`src/rtl/rsa_pkg.sv`:
```
// Shared encodings for the modular-exponentiation control path.
package rsa_pkg;

  typedef enum logic [2:0] {
    IDLE,
    SETUP,
    ISSUE_SQ,
    ISSUE_MUL,
    DONE
  } state_t;

  localparam logic OP_SQ  = 1'b0;
  localparam logic OP_MUL = 1'b1;

endpackage

```
`src/rtl/lead_one_detect.sv`:
```
// Combinational leading-one index of a vector, plus an all-zero flag.
module lead_one_detect #(
  parameter int W = 16
) (
  input  logic [W-1:0]         vec,
  output logic [$clog2(W)-1:0] idx,
  output logic                 zero
);

  localparam int IW = $clog2(W);

  // Scanning upward lets the highest set bit win.
  always_comb begin
    idx = '0;
    for (int i = 0; i < W; i++) begin
      if (vec[i]) idx = IW'(i);
    end
  end

  assign zero = ~|vec;

endmodule

```
`src/rtl/modexp_sequencer.sv`:
```
// Left-to-right binary exponentiation sequencer: walks the captured key and
// issues square/multiply requests to the modmul datapath over valid/ack.
//
// state     | meaning
// IDLE      | waiting for start
// SETUP     | locate leading one of key, pick first bit to process
// ISSUE_SQ  | square request (raised the cycle after entry, held until ack)
// ISSUE_MUL | multiply request (dummy when key bit is 0 in constant-time mode)
// DONE      | one-cycle completion pulse
module modexp_sequencer
  import rsa_pkg::*;
#(
  parameter int KEY_W      = 16,
  parameter int CONST_TIME = 0,
  parameter int CNT_W      = $clog2(2*KEY_W+1)
) (
  input  logic                     clk,
  input  logic                     reset,
  input  logic                     start,
  input  logic [KEY_W-1:0]         key,
  input  logic                     step_ack,
  output logic                     busy,
  output logic                     mux_sel,
  output logic                     op_valid,
  output logic                     op_is_mul,
  output logic                     op_dummy,
  output logic [$clog2(KEY_W)-1:0] bit_idx,
  output logic [CNT_W-1:0]         op_count,
  output logic                     done,
  output logic                     err_zero_key
);

  localparam int BW = $clog2(KEY_W);

  state_t           state, state_nxt;
  logic [KEY_W-1:0] key_q;
  logic [BW-1:0]    lod_idx;
  logic             lod_zero;
  logic             acked;
  logic             want_mul;

  lead_one_detect #(.W(KEY_W)) u_lod (
    .vec  (key_q),
    .idx  (lod_idx),
    .zero (lod_zero)
  );

  assign acked    = op_valid & step_ack;
  assign want_mul = key_q[bit_idx] | (CONST_TIME != 0);

  always_comb begin
    state_nxt = state;
    case (state)
      IDLE:      if (start) state_nxt = SETUP;
      SETUP:     state_nxt = (lod_zero || lod_idx == '0) ? DONE : ISSUE_SQ;
      ISSUE_SQ:  if (acked) state_nxt = want_mul ? ISSUE_MUL : ((bit_idx == '0) ? DONE : ISSUE_SQ);
      ISSUE_MUL: if (acked) state_nxt = (bit_idx == '0) ? DONE : ISSUE_SQ;
      DONE:      state_nxt = IDLE;
      default:   state_nxt = IDLE;
    endcase
  end

  always_ff @(posedge clk or posedge reset) begin
    if (reset) begin
      state        <= IDLE;
      key_q        <= '0;
      busy         <= 1'b0;
      mux_sel      <= 1'b0;
      op_valid     <= 1'b0;
      op_is_mul    <= 1'b0;
      op_dummy     <= 1'b0;
      bit_idx      <= '0;
      op_count     <= '0;
      done         <= 1'b0;
      err_zero_key <= 1'b0;
    end else begin
      state <= state_nxt;
      done  <= (state_nxt == DONE) && (state != DONE);
      case (state)
        IDLE: begin
          if (start) begin
            key_q        <= key;
            busy         <= 1'b1;
            mux_sel      <= 1'b0;
            bit_idx      <= '0;
            op_count     <= '0;
            err_zero_key <= 1'b0;
          end
        end
        SETUP: begin
          if (lod_zero) err_zero_key <= 1'b1;
          else if (lod_idx != '0) bit_idx <= lod_idx - BW'(1);
        end
        ISSUE_SQ, ISSUE_MUL: begin
          // Request is raised one cycle after entering the state, which
          // gives the mandatory idle cycle between consecutive ops.
          if (!op_valid) begin
            op_valid  <= 1'b1;
            op_is_mul <= (state == ISSUE_MUL) ? OP_MUL : OP_SQ;
            op_dummy  <= (state == ISSUE_MUL) & ~key_q[bit_idx];
          end else if (step_ack) begin
            op_valid  <= 1'b0;
            op_is_mul <= 1'b0;
            op_dummy  <= 1'b0;
            op_count  <= op_count + CNT_W'(1);
            mux_sel   <= 1'b1;
            if (bit_idx != '0 && (state == ISSUE_MUL || !want_mul))
              bit_idx <= bit_idx - BW'(1);
          end
        end
        DONE: begin
          busy    <= 1'b0;
          mux_sel <= 1'b0;
        end
        default: ;
      endcase
    end
  end

endmodule
```
`config.mk`:
```
export PLATFORM = sky130hd
export DESIGN_NAME = modexp_sequencer
export DESIGN_NICKNAME = d
export VERILOG_FILES = /design/src/rtl/rsa_pkg.sv /design/src/rtl/lead_one_detect.sv /design/src/rtl/modexp_sequencer.sv
export SDC_FILE = /design/constraint.sdc
export NUM_CORES = 1
export LEC_CHECK = 0
export BUFFER_PORTS_ARGS = -buffer_cell sky130_fd_sc_hd__buf_2
export CORE_MARGIN = 8
export CORE_UTILIZATION = 30
export CTS_BUF_LIST = sky130_fd_sc_hd__clkbuf_8
export CTS_CLUSTER_SIZE = 24
export DETAILED_ROUTE_END_ITERATION = 16
export GPL_TIMING_DRIVEN = 0
export PLACE_DENSITY = 0.58
export SYNTH_ARGS = -nofsm -noshare
export SYNTH_HDL_FRONTEND = slang
export SYNTH_SLANG_ARGS = --single-unit
```
`constraint.sdc`:
```
create_clock -name clk -period 6.61 [get_ports clk]
set_clock_uncertainty 0.15 [all_clocks]
set_input_delay 0.3305 -clock clk [delete_from_list [all_inputs] [get_ports clk]]
set_output_delay 0.3305 -clock clk [all_outputs]
set_load 0.005 [all_outputs]
```
==> flow_summary.toml, run 1 <==
[final_layout]
final_nets = 263
fin_area_um2 = 2410
drive_gt1_share_pct = 32.6
n_antenna_cell = 0
layoutNonFillerInstCount = 322
final_cell_mix = "42 x buf_2, 36 x dfrtp_1, 16 x nor2_1"
layout_commonest_cell = "buf_2"
area_delta_synth_final_pct = 18.1

[power_and_ir_drop]
seqPwrFrac_pct = 36.1
power.share.switching_pct = 42.8
p_per_area_nw_per_um2 = 480
netSwitchingPower_w = 0.000495
power.internal_w = 0.000663
pwr-share-comb_pct = 49.7
ir_worst_vdd_mv = 0.181
p_leak_nw = 1.10
pwr-share-clk_pct = 14.2

[drt]
drt_iter0_drc = 77
wl_per_cell_um = 15.4
top_layer_used = "met4"
drc = 0
vias = 1671
drt_pass1_iterations = 4
finalWirelength_um = 4960
wl_met3_um = 332
wl_met1_um = 2290
ant_nets = 0
wl_met2_um = 2260
routed_via_density = 5.19

[synth]
syn_area_um2 = 2040
synth-main-ff-cell = "dfrtp_1"
synth_edf_count = 0
yosys.area.top_type_share_pct = 44.1
seq_area_frac_synth_pct = 44.1
ys_types = 53
yosys.area.top_type = "dfrtp_1"
async_reset_ff_share_pct = 100
syn_avg_cell_area_um2 = 10.3
ys_ff_latch = 36
ys_top_cells_by_area = "dfrtp_1 44%, mux2_2 7.2%, mux2i_1 3.9%"
netlist_instances = 198
syn_nets = 220
ys_warn_count = 0

[critical_path]
startpoint_type = "flip-flop"
cp_max_fo = 9
slowest_delay_ns = 0.36
cp.required_ns = 6.65
crit_type = "flip-flop to flip-flop"
end_kind = "flip-flop"
cp.arrival_ns = 2.37
worstRegToRegCells = 8
cpMaxStageDelayCell = "dfrtp_1"
worstPathCellList = "buf_2, nor2b_2, a2111oi_0, a31o_2, nor2_1, inv_1, ha_1, o41ai_1"

[status]
status = "finished clean"

[clocking]
tritoncts_num_sinks = 36
cts_setup_buffers = 0
clk_latency_ns = 0.29
cts_buffer_depth = 2
root_buffer = "clkbuf_8"
cts_made_buffers = 5
cts_max_level = 2
cts.repair.resized = 0
cts_tree = "done"
holdBufCountCts = 0
path_clk_slew_ns = 0.07

[global_route]
grt_pass1_wl_um = 8400
grt_max_degree = 37
antenna_found_initial = 0
globalRoute.totalOverflow = 0
gr-usage-all-layers_pct = 10.9
grt_pass1_vias = 1694

[flow_run]
maxCapViolCount = 0

[hold_path]
hold_class = "primary input to asynchronous set/reset pin"

[floorplan]
die_x_um = 98.5
ios = 37
start_util_pct = 30.6
floorplan.rows = 30
die_y_um = 98.5
dieArea_um2 = 9700
core_um2 = 6680

[sta]
worst_slew_pin_slew_ns = 0.770
hold_violations = 0
max-slew-margin-rel_pct = 48.6
fmax_mhz = 429
fin_crit_ns = 2.33
setup_viol = 0
tns_ns = 0
grt_setup_unrepaired = "false"
slew_violations = 0
finalCritPeriodShare_pct = 35.3

[placed_design]
place_inst = 314
place_area_um2 = 2320
gp_congestion = 0.805
io_buffer_count = 36
dp_hpwl_um = 3780
[state kept, by name (all words and copies together) (netlist names)]
signal	count
bit_idx	4
busy	1
done	1
err_zero_key	1
key_q	16
mux_sel	1
op_count	6
op_dummy	1
op_is_mul	1
op_valid	1
state	3
[layout make-up]
class                           count  area, µm²
Buffer                              8       45.0
Clock buffer                        6       82.6
Clock inverter                      2       7.51
Fill cell                         691       4270
Inverter                            9       33.8
Multi-Input combinational cell    145       1060
Sequential cell                    36        901
Tap cell                           80        100
Timing Repair Buffer               36        180
[final timing paths]
path                       slack [ns]       from           end
setup / recovery                 4.28   state[2]    bit_idx[1]
hold / removal                   0.02      reset    bit_idx[1]
setup reg to reg                 4.28   state[2]    bit_idx[1]
hold reg to reg                  0.33  op_is_mul     op_is_mul
max in group asynchronous        5.80      reset  err_zero_key
min in group clk                 0.09     key[5]      key_q[5]
[per-layer routing]
metal  track usage [%]  vias up
met1              13.4      797
met2              17.2       53
li1                  -      813
met3              3.59        8
met4              3.90        0
met5                 0        -
[synth_stat cells (all sizes together), types with 2 or more instances]
| master | instances |
|---|---|
| a211oi | 2 |
| a21o | 4 |
| a21oi | 6 |
| a22oi | 2 |
| a31o | 2 |
| a31oi | 3 |
| and3 | 2 |
| buf | 7 |
| dfrtp | 36 |
| ha | 2 |
| inv | 9 |
| mux2 | 13 |
| mux2i | 8 |
| nand2 | 10 |
| nand2b | 8 |
| nand3 | 4 |
| nand4 | 5 |
| nor2 | 17 |
| nor2b | 3 |
| nor3 | 2 |
| nor4 | 5 |
| o21ai | 15 |
| o31ai | 2 |
| o41ai | 4 |
| or2 | 4 |
| xnor2 | 2 |
| xor2 | 4 |
[power groups by stage]
stage / Clock, W / Sequential, W / Combinational, W
2_1_floorplan: 0 / 0.000398 / 0.000442
3_3_place_gp: 0 / 0.000417 / 0.000570
3_5_place_dp: 0 / 0.000423 / 0.000583
4_1_cts: 0.000170 / 0.000418 / 0.000584
5_1_grt: 0.000178 / 0.000439 / 0.000650
6_report: 0.000165 / 0.000418 / 0.000576
[worst max-delay path: cells and delay by family (launching register included)]
family	cells	cell delay, ns
buffers and inverters	2	0.24
DFF	1	0.36
AOI/OAI and AO/OA	3	0.75
adders and majority gates	1	0.27
and+or+nand+nor	2	0.44
[metrics by stage]
stage / hold WS (ns) / total power (W) / utilization, % / setup WS [ns]
finish: 0.0224 / 0.00116 / 36.1 / 4.28
global route: 0.104 / 0.00127 / 36.1 / 4.01
CTS: 0.0603 / 0.00117 / 36.1 / 4.27
detailed placement: 0.319 / 0.00101 / 34.8 / 4.28
global placement: 0.309 / 0.000988 / 34.8 / 4.33
floorplan: 0.297 / 0.000840 / - / 4.51
[kinds of logic (layout without fill, tap and decap cells)]
group,after synthesis,after routing,synth area share [%]
multiplexers,21,21,11.1
flip-flops,36,36,44.1
buffers and inverters,17,61,3.86
AND/OR/NAND/NOR,66,66,19.4
adder cells (fa/ha/maj),2,2,1.23
AO/OA/AOI/OAI,50,50,17.7
XOR/XNOR,6,6,2.57
Note: power is estimated with default switching activity, not from simulation.
==> run 2, diff against run 1 <==
--- a/config.mk
+++ b/config.mk
@@ -5,6 +5,7 @@
 export SDC_FILE = /design/constraint.sdc
 export NUM_CORES = 1
 export LEC_CHECK = 0
+export ABC_AREA = 1
 export BUFFER_PORTS_ARGS = -buffer_cell sky130_fd_sc_hd__buf_2
 export CORE_MARGIN = 8
 export CORE_UTILIZATION = 30
==> constraint.sdc (replaced) <==
create_clock -name clk -period 2.4 [get_ports clk]
set_clock_uncertainty 0.15 [all_clocks]
set_input_delay 0.12 -clock clk [delete_from_list [all_inputs] [get_ports clk]]
set_output_delay 0.12 -clock clk [all_outputs]
set_load 0.005 [all_outputs]
==> run 2 against run 1 <==
  * Critical path depth rose by 11
  * Core utilization rose by 3.0 points
  * Via count up 8.6%
  * Clock-buffer cell count down 1
  * Total power grew to 2.7 times the previous value
==> flow_summary.toml, run 2 <==
[final_layout]
largest_reg_flops = 16
drive_gt1_share_pct = 20.8
final_cell_mix = "61 x nand2_1, 39 x buf_2, 36 x dfrtp_1"
layoutNonFillerInstCount = 390
fill_cells = 651
area_delta_synth_final_pct = 26.7
final_nets = 335
layout_commonest_cell = "nand2_1"
reg_top3 = "key_q x16, op_count x6, bit_idx x4"
regMostFlops = "key_q"
n_antenna_cell = 0
fin_area_um2 = 2490
multi_input_area_um2 = 883
ff_latch_area_um2 = 901

[hold_path]
worstHoldStart = "step_ack"
hold_class = "primary input to flip-flop"
hold_path_depth = 3
hold_end = "state[0]"

[critical_path]
cpMaxStageDelayCell = "dfrtp_1"
crit_top_cell = "nand2_1"
crit_type = "flip-flop to flip-flop"
cp.required_ns = 2.42
ff2ff_setup_slack_ns = 0.29
r2r_start = "key_q[2]"
startpoint_type = "flip-flop"
worstRegToRegCells = 19
end_kind = "flip-flop"
rr_endpoint = "bit_idx[2]"
cp.arrival_ns = 2.13
crit_buf_inv = 1
worstPathCellList = "inv_1, nand2_1, nand2_1, nand2_1, nand2_1, nand2_1, nand2_1, nand2_1, nand2_1, nand2_1, nand2_1, nand2_1, nand2_1, nand2_1, nand3_1, nand2_1, ha_1, xnor2_1, o21ai_2"
cp_max_fo = 4
slowest_delay_ns = 0.40
crit_family = "simple AND/OR/NAND/NOR gates"

[clocking]
path_clk_slew_ns = 0.08
tritoncts_num_sinks = 36
cts_setup_buffers = 0
clk_latency_ns = 0.29
cts_buffer_depth = 2
cts_tree = "done"
cts_max_level = 2
root_buffer = "clkbuf_8"
cts.repair.resized = 0
cts_made_buffers = 5

[sta]
max-slew-margin-rel_pct = 49.9
finalCritPeriodShare_pct = 88.0
fmax_mhz = 473
grt_setup_unrepaired = "false"
tns_ns = 0
setup_viol = 0
slew_violations = 0
fin_crit_ns = 2.11
worst_slew_pin_slew_ns = 0.750
whs_ns = 0.0499
hold_violations = 0

[drt]
finalWirelength_um = 4940
ant_nets = 0
drc = 0
drt_pass1_iterations = 4
drt_iter0_drc = 87
routed_via_density = 4.65
vias = 1814
wl_per_cell_um = 12.7

[synth]
syn_area_um2 = 1960
synthTopCellsByCount = "61 x nand2_1, 36 x dfrtp_1, 32 x o21ai_0"
ys_ff_latch = 36
synth-main-ff-cell = "dfrtp_1"
yosys.area.top_type = "dfrtp_1"
synth_edf_count = 0
seq_area_frac_synth_pct = 45.9
syn_avg_cell_area_um2 = 7.75
yosys.area.top_type_share_pct = 45.9
netlist_instances = 253
ys_warn_count = 0
yosysMostFrequentCell = "nand2_1"
ys_top_cells_by_area = "dfrtp_1 46%, nand2_1 12%, o21ai_0 8.2%"
syn_nets = 275
async_reset_ff_share_pct = 100
ys_types = 33

[placed_design]
place_area_um2 = 2240
dp_hpwl_um = 3710
io_buffer_count = 36
place_inst = 366
gp_congestion = 0.835

[flow_run]
maxCapViolCount = 0

[power_and_ir_drop]
ir_worst_vdd_mv = 0.358
p_per_area_nw_per_um2 = 1280
p_leak_nw = 1.23

[floorplan]
ios = 37
floorplan.rows = 29
core_um2 = 6350
die_x_um = 96.9
start_util_pct = 30.9
die_y_um = 96.9
dieArea_um2 = 9380

[global_route]
grt_pass1_wl_um = 8690
grt_max_degree = 37
globalRoute.totalOverflow = 0
grt_pass1_vias = 1871
antenna_found_initial = 0
gr-usage-all-layers_pct = 10.9

[status]
status = "finished clean"
==> run 2: changes by cell type in the layout (fill, tap and decap cells not counted), sizes merged, moves of 8 or more <==
cell,change
nand2b,-8
inv,+25
mux2i,-8
nand3,+14
o21ai,+21
nand2,+56
dlygate4sd3,+17
mux2,-13
==> run 2: routing by layer <==
layer  routed length, µm  track usage (%)
met1                2460             13.9
met2                2270             17.3
met3                 133             2.06
met4                  85             4.73
met5                   0                0
==> run 2: worst max-delay path by stage <==
stage,start,endpoint,slack (ns),cells past startpoint
after floorplan,key_q[2],bit_idx[2],0.52,19
after global placement,key_q[2],bit_idx[2],0.30,19
after detailed placement,key_q[2],bit_idx[2],0.29,19
after CTS,key_q[2],bit_idx[2],0.26,19
after global routing,key_q[2],bit_idx[2],0.01,19
final,key_q[2],bit_idx[2],0.29,19
==> run 2: layout make-up <==
| cell class | count | area share (%) |
|---|---|---|
| sequential | 36 | 36.2 |
| multi-input combinational | 176 | 35.5 |
| timing repair buffer | 53 | 14.1 |
| inverter | 35 | 5.49 |
| tap | 77 | 3.88 |
| clock buffer | 5 | 2.77 |
| buffer | 6 | 1.66 |
| clock inverter | 2 | 0.352 |
==> run 2: report_power, final <==
group	switching (W)	internal [W]	total [W]
clock	0.000214	0.000193	0.000407
combinational	0.00103	0.000630	0.00166
sequential	0.000223	0.000878	0.00110
total	0.00147	0.00170	0.00317
==> run 2: kinds of logic (layout without fill, tap and decap cells) <==
kind of cell / Yosys count / in the layout / synth area share (%)
XOR/XNOR: 2 / 2 / 0.893
AND/OR/NAND/NOR: 114 / 114 / 25.6
buffers and inverters: 41 / 101 / 9.06
AO/OA/AOI/OAI: 58 / 58 / 17.2
flip-flops: 36 / 36 / 45.9
adder cells (fa/ha/maj): 2 / 2 / 1.28
==> run 2: timing repair <==
| item | in CTS | in global routing |
|---|---|---|
| hold endpoints to repair | 52 | 0 |
| setup endpoints to repair | 0 | 1 |
| hold buffers | 17 | 0 |
==> run 2: worst min-delay path, stage by stage <==
cell	delay (ns)
buf_2	0.13
nand2_1	0.10
o211ai_1	0.10
==> run 2: stage by stage <==
| step | utilization [%] | worst slack [ns] | power, W |
|---|---|---|---|
| 6_report | 39.2 | 0.287 | 0.00317 |
| 5_1_grt | 39.2 | 0.0126 | 0.00349 |
| 4_1_cts | 39.2 | 0.259 | 0.00321 |
| 3_5_place_dp | 35.3 | 0.288 | 0.00276 |
| 3_3_place_gp | 35.3 | 0.302 | 0.00274 |
| 2_1_floorplan | - | 0.518 | 0.00230 |
==> run 3, diff against run 2 <==
--- a/config.mk
+++ b/config.mk
@@ -7,13 +7,14 @@
 export LEC_CHECK = 0
 export ABC_AREA = 1
 export BUFFER_PORTS_ARGS = -buffer_cell sky130_fd_sc_hd__buf_2
+export CAP_MARGIN = 5
 export CORE_MARGIN = 8
-export CORE_UTILIZATION = 30
+export CORE_UTILIZATION = 35
 export CTS_BUF_LIST = sky130_fd_sc_hd__clkbuf_8
 export CTS_CLUSTER_SIZE = 24
 export DETAILED_ROUTE_END_ITERATION = 16
 export GPL_TIMING_DRIVEN = 0
-export PLACE_DENSITY = 0.58
+export PLACE_DENSITY = 0.65
 export SYNTH_ARGS = -nofsm -noshare
 export SYNTH_HDL_FRONTEND = slang
 export SYNTH_SLANG_ARGS = --single-unit
==> run 3 against run 2 <==
  * Combinational power hardly changed
  * Sequential share of layout area is 0.31 points lower
  * Design area is 0.86% higher
  * Non-clock buffer count is 1 higher
  * Critical path depth stayed put
  * Die area is 12% lower
  * Setup slack better by 0.014 ns
  * Largest cell class unchanged
  * Maximum frequency is 0.68% higher
  * Register-to-register slack hardly changed
  * Critical endpoint unchanged
  * Clock-buffer cell count stayed put
  * Wire length is 0.57% lower
  * Flip-flop and latch count stayed put
==> flow_summary.toml, run 3 (synthesized netlist as in run 2, its figures left out) <==
[global_route]
grt_pass1_vias = 1874
globalRoute.totalOverflow = 0
grt_pass1_wl_um = 8560
gr-usage-all-layers_pct = 12.6
grt_max_degree = 20
antenna_found_initial = 0

[clocking]
cts_buffer_depth = 2
tritoncts_num_sinks = 36
cts_made_buffers = 5
cts_tree = "done"
path_clk_slew_ns = 0.07
cts_setup_buffers = 0
root_buffer = "clkbuf_8"
cts_max_level = 2
cts.repair.resized = 0
clk_latency_ns = 0.29
holdBufCountCts = 17

[drt]
drc = 0
finalWirelength_um = 4910
ant_nets = 0
drt_iter0_drc = 91
routed_via_density = 4.73
vias = 1825
wl_per_cell_um = 12.7
drt_pass1_iterations = 4

[critical_path]
startpoint_type = "flip-flop"
cp.required_ns = 2.42
crit_buf_inv = 1
cp.arrival_ns = 2.12
slowest_delay_ns = 0.39
crit_family = "simple AND/OR/NAND/NOR gates"
cp_max_fo = 4
crit_type = "flip-flop to flip-flop"
cpMaxStageDelayCell = "dfrtp_1"
crit_top_cell = "nand2_1"
end_kind = "flip-flop"
worstPathCellList = "inv_1, nand2_1, nand2_1, nand2_1, nand2_1, nand2_1, nand2_1, nand2_1, nand2_1, nand2_1, nand2_1, nand2_1, nand2_1, nand2_1, nand3_1, nand2_1, ha_1, xnor2_1, o21ai_2"

[final_layout]
regMostFlops = "key_q"
final_nets = 336
drive_gt1_share_pct = 20.7
layoutNonFillerInstCount = 386
fill_cells = 566
final_cell_mix = "61 x nand2_1, 39 x buf_2, 36 x dfrtp_1"
area_delta_synth_final_pct = 27.8
n_antenna_cell = 0
largest_reg_flops = 16
layout_commonest_cell = "nand2_1"
reg_top3 = "key_q x16, op_count x6, bit_idx x4"

[sta]
fin_crit_ns = 2.10
setup_slack_ns = 0.302
worst_slew_pin_slew_ns = 0.793
max-slew-margin-rel_pct = 47.1
whs_ns = 0.0497
hold_violations = 0
setup_viol = 0
tns_ns = 0
finalCritPeriodShare_pct = 87.4
grt_setup_unrepaired = "false"
slew_violations = 0
fmax_mhz = 477

[placed_design]
place_inst = 362
io_buffer_count = 36
gp_congestion = 0.829
dp_hpwl_um = 3750
place_ws_ns = 0.326

[flow_run]
maxCapViolCount = 0

[power_and_ir_drop]
finalPower_w = 0.00315
p_per_area_nw_per_um2 = 1260
p_leak_nw = 1.25
ir_worst_vdd_mv = 0.381

[floorplan]
dieArea_um2 = 8260
start_util_pct = 35.8
floorplan.rows = 27
core_um2 = 5470
ios = 37
die_x_um = 90.9
die_y_um = 90.9

[status]
status = "finished clean"

[hold_path]
hold_class = "primary input to flip-flop"
-- run 3: worst paths after layout --
check                         start          end  slack [ns]  cells after the start
max                        key_q[2]   bit_idx[2]        0.30                     19
min                        step_ack     state[0]        0.05                      3
max reg2reg                key_q[2]   bit_idx[2]        0.30                     19
min reg2reg                 mux_sel      mux_sel        0.33                      2
max in group asynchronous     reset     key_q[5]        1.17                      4
min in group asynchronous     reset  op_count[1]        0.37                      3
-- run 3: layout make-up --
class	count	area, µm²	area share, %
Clock inverter	2	8.76	0.349
Buffer	6	41.3	1.65
Clock buffer	5	68.8	2.74
Sequential cell	36	901	35.9
Multi-Input combinational cell	176	883	35.2
Tap cell	72	90.1	3.59
Inverter	35	136	5.44
Timing Repair Buffer	54	378	15.1
-- run 3: per-layer routing --
metal | wire length, µm | up-vias | global-route usage [%]
li1 | - | 951 | -
met1 | 2230 | 826 | 15.1
met2 | 2320 | 39 | 20.4
met3 | 231 | 9 | 3.33
met4 | 127 | 0 | 6.41
met5 | 0 | - | 0
-- run 3: power breakdown --
group	internal [W]	total, W	switching [W]
Combinational	0.000634	0.00166	0.00102
Sequential	0.000879	0.00110	0.000224
Clock	0.000193	0.000396	0.000203
Total	0.00171	0.00315	0.00145
-- run 3: worst register-to-register path: stages, from the launching register on --
cell     delay [ns]
dfrtp_1        0.39
inv_1          0.10
nand2_1        0.06
nand2_1        0.05
nand2_1        0.04
nand2_1        0.05
nand2_1        0.05
nand2_1        0.06
nand2_1        0.05
nand2_1        0.05
nand2_1        0.04
nand2_1        0.05
nand2_1        0.04
nand2_1        0.05
nand2_1        0.09
nand3_1        0.09
nand2_1        0.10
ha_1           0.20
xnor2_1        0.18
o21ai_2        0.08
-- run 3: stage by stage --
| step | instance area [µm²] | utilization [%] |
|---|---|---|
| final | 2510 | 45.8 |
| after global placement | 2230 | 40.8 |
| after detailed placement | 2260 | 41.3 |
| after global routing | 2510 | 45.8 |
| after CTS | 2510 | 45.8 |
| after floorplan | 1960 | - |
